--- src/rtl/load_fetch_pkg.sv ---
// ============================================================================
//  Module      : load_fetch_pkg
//  Description : Shared types and constants for the data-side load sequencer.
//  Revision    : 1.0 - initial release
// ============================================================================
`default_nettype none

package load_fetch_pkg;

  typedef enum logic [2:0] {
    LB  = 3'd0,
    LBU = 3'd1,
    LH  = 3'd2,
    LHU = 3'd3,
    LW  = 3'd4,
    LWL = 3'd5,
    LWR = 3'd6
  } load_type_t;

  // Encoding 7 is not a distinct load; it behaves exactly like LW.
  localparam logic [2:0] LW_ALIAS = 3'd7;

  typedef enum logic [1:0] {
    ST_IDLE = 2'd0,
    ST_BUS  = 2'd1,
    ST_RESP = 2'd2
  } fsm_state_t;

  localparam logic [3:0] LANE_ALL = 4'b1111;

  function automatic logic is_misaligned(input logic [2:0] i_type, input logic [1:0] i_offset);
    logic w_mis;
    w_mis = 1'b0;
    case (i_type)
      LH, LHU:      w_mis = i_offset[0];
      LW, LW_ALIAS: w_mis = (i_offset != 2'b00);
      default:      w_mis = 1'b0;
    endcase
    return w_mis;
  endfunction

endpackage

`default_nettype wire

--- src/rtl/load_extract.sv ---
// ============================================================================
//  Module      : load_extract
//  Description : Selects and extends the addressed byte/halfword of a word.
//  Revision    : 1.0 - initial release
// ============================================================================
`default_nettype none

module load_extract
  import load_fetch_pkg::*;
(
  input  logic [31:0] i_word,
  input  logic [1:0]  i_offset,
  input  logic [2:0]  i_type,
  output logic [31:0] o_result
);

  logic [7:0]  w_byte;
  logic [15:0] w_half;

  // Halfword loads reaching here are already aligned, so only offset[1] picks the lane.
  assign w_byte = i_word[{i_offset, 3'b000} +: 8];
  assign w_half = i_offset[1] ? i_word[31:16] : i_word[15:0];

  always_comb begin
    o_result = i_word;
    case (i_type)
      LB:      o_result = {{24{w_byte[7]}}, w_byte};
      LBU:     o_result = {24'd0, w_byte};
      LH:      o_result = {{16{w_half[15]}}, w_half};
      LHU:     o_result = {16'd0, w_half};
      default: o_result = i_word;
    endcase
  end

endmodule

`default_nettype wire

--- src/rtl/load_fetch_unit.sv ---
// ============================================================================
//  Module      : load_fetch_unit
//  Description : One-at-a-time load sequencer on an Avalon-style read bus.
//                Optional LOAD_FETCH_TIMEOUT_EN aborts reads stalled for
//                TIMEOUT_CYCLES waitrequest cycles.
//  Revision    : 1.0 - initial release
// ============================================================================
`default_nettype none

module load_fetch_unit
  import load_fetch_pkg::*;
#(
  parameter int TIMEOUT_CYCLES = 256
) (
  input  logic        clk,
  input  logic        reset,
  input  logic        req_valid,
  output logic        req_ready,
  input  logic [31:0] req_addr,
  input  logic [2:0]  req_type,
  output logic [31:0] data_address,
  output logic        data_read,
  output logic [3:0]  data_byteenable,
  input  logic        data_waitrequest,
  input  logic [31:0] data_readdata,
  output logic        resp_valid,
  output logic [31:0] resp_data,
  output logic [1:0]  resp_byte_offset,
  output logic        resp_lwl,
  output logic        resp_merge,
  output logic        resp_addr_error
);

  fsm_state_t  r_state;
  logic [1:0]  r_offset;
  logic [2:0]  r_type;
  logic        r_data_read;
  logic [31:0] r_data_address;
  logic [3:0]  r_byteenable;
  logic        r_resp_valid;
  logic [31:0] r_resp_data;
  logic [1:0]  r_resp_offset;
  logic        r_resp_lwl;
  logic        r_resp_merge;
  logic        r_resp_err;

  logic        w_accept;
  logic        w_misaligned;
  logic        w_timeout;
  logic [31:0] w_extracted;

  assign req_ready    = (r_state == ST_IDLE) && !reset;
  assign w_accept     = req_valid && req_ready;
  assign w_misaligned = is_misaligned(req_type, req_addr[1:0]);

  load_extract u_extract (
    .i_word   (data_readdata),
    .i_offset (r_offset),
    .i_type   (r_type),
    .o_result (w_extracted)
  );

`ifdef LOAD_FETCH_TIMEOUT_EN
  localparam int C_CNT_W = $clog2(TIMEOUT_CYCLES + 1);

  logic [C_CNT_W-1:0] r_stall_cnt;

  always_ff @(posedge clk) begin
    if (reset) begin
      r_stall_cnt <= '0;
    end else if (w_accept) begin
      r_stall_cnt <= '0;
    end else if (r_state == ST_BUS && data_waitrequest) begin
      r_stall_cnt <= r_stall_cnt + 1'b1;
    end
  end

  // Fires on the stall cycle that brings the count up to TIMEOUT_CYCLES.
  assign w_timeout = data_waitrequest && (r_stall_cnt == C_CNT_W'(TIMEOUT_CYCLES - 1));
`else
  assign w_timeout = 1'b0;
`endif

  always_ff @(posedge clk) begin
    if (reset) begin
      r_state        <= ST_IDLE;
      r_offset       <= 2'b00;
      r_type         <= 3'd0;
      r_data_read    <= 1'b0;
      r_data_address <= 32'd0;
      r_byteenable   <= 4'd0;
      r_resp_valid   <= 1'b0;
      r_resp_data    <= 32'd0;
      r_resp_offset  <= 2'b00;
      r_resp_lwl     <= 1'b0;
      r_resp_merge   <= 1'b0;
      r_resp_err     <= 1'b0;
    end else begin
      r_resp_valid <= 1'b0;
      case (r_state)
        ST_IDLE: begin
          if (w_accept) begin
            r_offset <= req_addr[1:0];
            r_type   <= req_type;
            if (w_misaligned) begin
              r_state       <= ST_RESP;
              r_resp_valid  <= 1'b1;
              r_resp_data   <= 32'd0;
              r_resp_offset <= req_addr[1:0];
              r_resp_lwl    <= 1'b0;
              r_resp_merge  <= 1'b0;
              r_resp_err    <= 1'b1;
            end else begin
              r_state        <= ST_BUS;
              r_data_read    <= 1'b1;
              r_data_address <= {req_addr[31:2], 2'b00};
              r_byteenable   <= LANE_ALL;
            end
          end
        end
        ST_BUS: begin
          if (!data_waitrequest) begin
            r_state       <= ST_RESP;
            r_data_read   <= 1'b0;
            r_byteenable  <= 4'd0;
            r_resp_valid  <= 1'b1;
            r_resp_data   <= w_extracted;
            r_resp_offset <= r_offset;
            r_resp_lwl    <= (r_type == LWL);
            r_resp_merge  <= (r_type == LWL) || (r_type == LWR);
            r_resp_err    <= 1'b0;
          end else if (w_timeout) begin
            r_state       <= ST_RESP;
            r_data_read   <= 1'b0;
            r_byteenable  <= 4'd0;
            r_resp_valid  <= 1'b1;
            r_resp_data   <= 32'd0;
            r_resp_offset <= r_offset;
            r_resp_lwl    <= 1'b0;
            r_resp_merge  <= 1'b0;
            r_resp_err    <= 1'b1;
          end
        end
        ST_RESP: begin
          r_state <= ST_IDLE;
        end
        default: begin
          r_state <= ST_IDLE;
        end
      endcase
    end
  end

  assign data_read        = r_data_read;
  assign data_address     = r_data_address;
  assign data_byteenable  = r_byteenable;
  assign resp_valid       = r_resp_valid;
  assign resp_data        = r_resp_data;
  assign resp_byte_offset = r_resp_offset;
  assign resp_lwl         = r_resp_lwl;
  assign resp_merge       = r_resp_merge;
  assign resp_addr_error  = r_resp_err;

endmodule

`default_nettype wire

--- config.mk ---
export PLATFORM = sky130hd
export DESIGN_NAME = load_fetch_unit
export DESIGN_NICKNAME = d
export VERILOG_FILES = /design/src/rtl/load_fetch_pkg.sv /design/src/rtl/load_extract.sv /design/src/rtl/load_fetch_unit.sv
export SDC_FILE = /design/constraint.sdc
export NUM_CORES = 1
export LEC_CHECK = 0
export ABC_CLOCK_PERIOD_IN_PS = 1800
export CAP_MARGIN = 15
export CORE_ASPECT_RATIO = 1.75
export CORE_UTILIZATION = 40
export CTS_CLUSTER_SIZE = 20
export DETAILED_ROUTE_END_ITERATION = 6
export PLACE_DENSITY = 0.85
export SYNTH_ARGS = -nofsm -noshare
export SYNTH_HDL_FRONTEND = slang
export SYNTH_HIERARCHICAL = 1
export SYNTH_SLANG_ARGS = --single-unit
--- constraint.sdc ---
create_clock -name clk -period 1.8 [get_ports clk]
set_clock_uncertainty 0.15 [all_clocks]
set_input_delay 0.54 -clock clk [delete_from_list [all_inputs] [get_ports clk]]
set_output_delay 0.54 -clock clk [all_outputs]
set_load 0.01 [all_outputs]
==> flow_metrics.env <==
export IMPL_reg2reg_depth=5
export IMPL_route_detailed_drc=0
export IMPL_worst_pin_slew_ps=628
export IMPL_muxShareOfSynthArea_pct=12.8
export IMPL_core_area_um2=9530
export IMPL_finalHoldViolCount=0
export IMPL_outcome="complete, but fails checks"
export IMPL_tns_ps=-2120
export IMPL_ys_dominant_reg_cell="dfxtp_1"
export IMPL_wl_per_cell_um=19.7
export IMPL_crit_slowest_cell="mux4_2"
export IMPL_drv_cap=0
export IMPL_syn_to_final_growth_pct=72.4
export IMPL_synthesis_area_um2=3960
export IMPL_utilization_pct=71.6
export IMPL_die_area_um2=10300
export IMPL_track_usage_pct=28.2
export IMPL_max_stage_delay_ps=480
export IMPL_clkSlewWorstSetupHoldPaths_ps=60
export IMPL_antenna_found_initial=1
export IMPL_cts_tree="built"
export IMPL_vdd_ir_drop_max_mv=0.600
export IMPL_first_global_vias=4319
export IMPL_slew_headroom_pct=58.2
export IMPL_row_count=47
export IMPL_vias=4224
export IMPL_fmax_ghz=0.513
export IMPL_layout_setup_ws_ps=-148
export IMPL_yosys_area_share_simple_pct=15.6
export IMPL_io_buffers=144
export IMPL_crit_required_ps=1830
export IMPL_numCtsBuffers=9
export IMPL_ant_nets=0
export IMPL_drt_iter0_markers=285
export IMPL_synth_top_family_by_area="compound AO/OA/AOI/OAI gates"
export IMPL_swShare_pct=28.4
export IMPL_nNetsFinal=690
export IMPL_p_comb_share_pct=28.2
export IMPL_layout_drive_gt1_share_pct=34.1
export IMPL_start_kind="primary input"
export IMPL_hold_class="primary input to flop"
export IMPL_fillerInstances=713
export IMPL_switchingPower_w=0.00145
export IMPL_p_leak_nw=3.03
export IMPL_hold_worst_slack_ps=294
export IMPL_path_class="primary input to flop"
export IMPL_finalPower_w=0.00509
export IMPL_p_int_w=0.00364
export IMPL_p_per_area_nw_per_um2=746
export IMPL_gp_congestion=0.989
export IMPL_end_kind="flop"
export IMPL_cp_arrival_ps=1980
export IMPL_synth_cells=423
export IMPL_synth_edf_count=0
export IMPL_finalCritPeriodShare_pct=108
export IMPL_cts_sinks=76
export IMPL_r2r_start="r_offset[0]"
export IMPL_slew_violations=0
export IMPL_grt_ovfl_total=0
export IMPL_setup_viol=55
export IMPL_syn_area_per_cell_um2=9.35
export IMPL_h_tree_depth=3
export IMPL_critPathMaxFanout=8
export IMPL_clockBufferDepth=2
export IMPL_clock_latency_ps=330
export IMPL_min_period_ps=1950
export IMPL_first_pass_iters=6
export IMPL_wl_mm=14.7
export IMPL_crit_end="resp_data[10]"
export IMPL_synth_async_sr_flop_share_pct=0
export IMPL_start_util_pct=41.5
export IMPL_synth_warnings=6
export IMPL_grt_max_degree=77
export IMPL_synth_compound_area_share_pct=25.9
export IMPL_rr_endpoint="resp_data[10]"
export IMPL_die_w_um=77.2
export IMPL_violations="negative setup slack"
export IMPL_yosys_top_cells_area="dfxtp_1, mux2_2, a21oi_1"
export IMPL_ys_seq_elements=76
export IMPL_seqPwrFrac_pct=35.8
export IMPL_yosysTopAreaCell="dfxtp_1"
export IMPL_synth_xor_area_share_pct=0.221
export IMPL_seq_area_frac_synth_pct=38.5
export IMPL_synthAdderAreaFrac_pct=0
export IMPL_grt_pass1_wl_mm=22.2
export IMPL_ios=147
export IMPL_clock_power_share_pct=36.0
export IMPL_die_h_um=134
export IMPL_viasPerCell=5.65
export IMPL_cts_root_buf="clkbuf_16"
export IMPL_hpwl_mm=9.31
export IMPL_r2r_slack_ps=-140
export IMPL_ys_types=42
export IMPL_synth_top_area_share_pct=38.5
export IMPL_rsz0062_at_grt="true"
export IMPL_crit_start="data_readdata[23]"
export IMPL_crit_chain="clkdlybuf4s15_1 > mux4_2 > nor3b_4 > a221o_1 > a21oi_1 > a211oi_2"
## how the worst min path moves through the flow
stage / cells past startpoint / startpoint / endpoint / slack (ps)
final: 3 / req_type[2] / r_type[2] / 290
after global routing: 3 / req_type[2] / r_type[2] / 320
after CTS: 2 / resp_data[11] / resp_data[11] / 360
after detailed placement: 2 / resp_lwl / resp_lwl / 360
after global placement: 2 / resp_merge / resp_merge / 340
after floorplan: 2 / r_offset[1] / r_offset[1] / 310
## power groups by stage
stage / Sequential [W] / Clock (W) / Combinational (W)
after global routing: 0.00183 / 0.00190 / 0.00150
after global placement: 0.00185 / 0 / 0.00119
after floorplan: 0.00188 / 0 / 0.000608
after CTS: 0.00182 / 0.00186 / 0.00138
final: 0.00182 / 0.00183 / 0.00144
after detailed placement: 0.00186 / 0 / 0.00122
## cell type report
type	count	area (µm²)	area share [%]
multi-input cells	301	2560	37.6
repair buffers	228	2260	33.1
flip-flops and latches	76	1530	22.4
clock buffers	10	239	3.50
well taps	122	153	2.24
clock inverters	6	63.8	0.936
inverters	3	13.8	0.202
diodes	1	2.50	0.0367
## cell families after synthesis
kind of cell           count (synthesis)
buffers and inverters                 47
flip-flops                            76
AO/OA/AOI/OAI                        157
XOR/XNOR                               1
AND/OR/NAND/NOR                       98
other                                  1
multiplexers                          43
## cell usage after synthesis, types with 8 or more instances
cell type / number
o21ai_1: 16
buf_2: 11
a21oi_1: 68
and4b_1: 8
buf_4: 8
mux2_2: 35
dfxtp_1: 76
nor2b_1: 35
nand2_1: 24
a221o_1: 15
a211oi_1: 34
a22o_1: 8
nand2b_1: 8
clkbuf_1: 18
## metrics by stage
| step | std cells | setup WS [ps] | instance area [µm²] |
|---|---|---|---|
| final | 747 | -148 | 6820 |
| after global routing | 747 | -192 | 6820 |
| after CTS | 748 | -185 | 6770 |
| after detailed placement | 710 | -709 | 5980 |
| after global placement | 710 | -648 | 5980 |
| after floorplan | 424 | -104 | 4080 |
## per-layer routing
metal / vias up / GRT usage [%] / part of all wire, %
met1: 1993 / 27.0 / 35
met2: 229 / 53.1 / 54
met3: 49 / 6.58 / 7.4
met4: 0 / 16.7 / 4.3
met5: - / 0 / 0
li1: 1953 / - / -
## critical path: cells and delay by family
| kind | cells | cell delay, ps |
|---|---|---|
| compound gates | 3 | 580 |
| mux | 1 | 480 |
| simple gates | 1 | 200 |
| buf+inv | 1 | 180 |
## flip-flops by register name, indices dropped and copies added, names as in the netlist
name              flops
data_byteenable       1
resp_byte_offset      2
resp_addr_error       1
resp_lwl              1
resp_merge            1
r_state               2
resp_valid            1
r_offset              2
resp_data            32
data_address         30
r_type                3
## timing repair
item                                    4_1_cts  5_1_grt
pin swaps                                    18       23
endpoints found under the setup margin      143       72
hold buffers                                  0        0
setup buffers                                14        3
cloned                                        8        0
gates resized for setup                     160       41
## cells in the final DEF (no fill, tap or decap), types with 4 or more instances in the layout
master and n:
dlygate4sd2_1 79, buf_6 16, buf_12 10, nand2b_1 8, a211oi_2 19, nor2b_1 34, o21ai_4 6, and4b_1 8
mux2_2 4, nor2_1 4, buf_16 5, a221o_1 15, mux2_4 33, clkbuf_16 9, buf_4 53, a21oi_1 53
dlymetal6s2s_1 5, o21ai_1 5, nand2_1 24, dfxtp_1 72, a211oi_1 15, a22o_1 8, o21ai_2 8, a21oi_2 15
clkdlybuf4s50_1 52, o21ai_0 7
(Power assumes the default switching activity.)
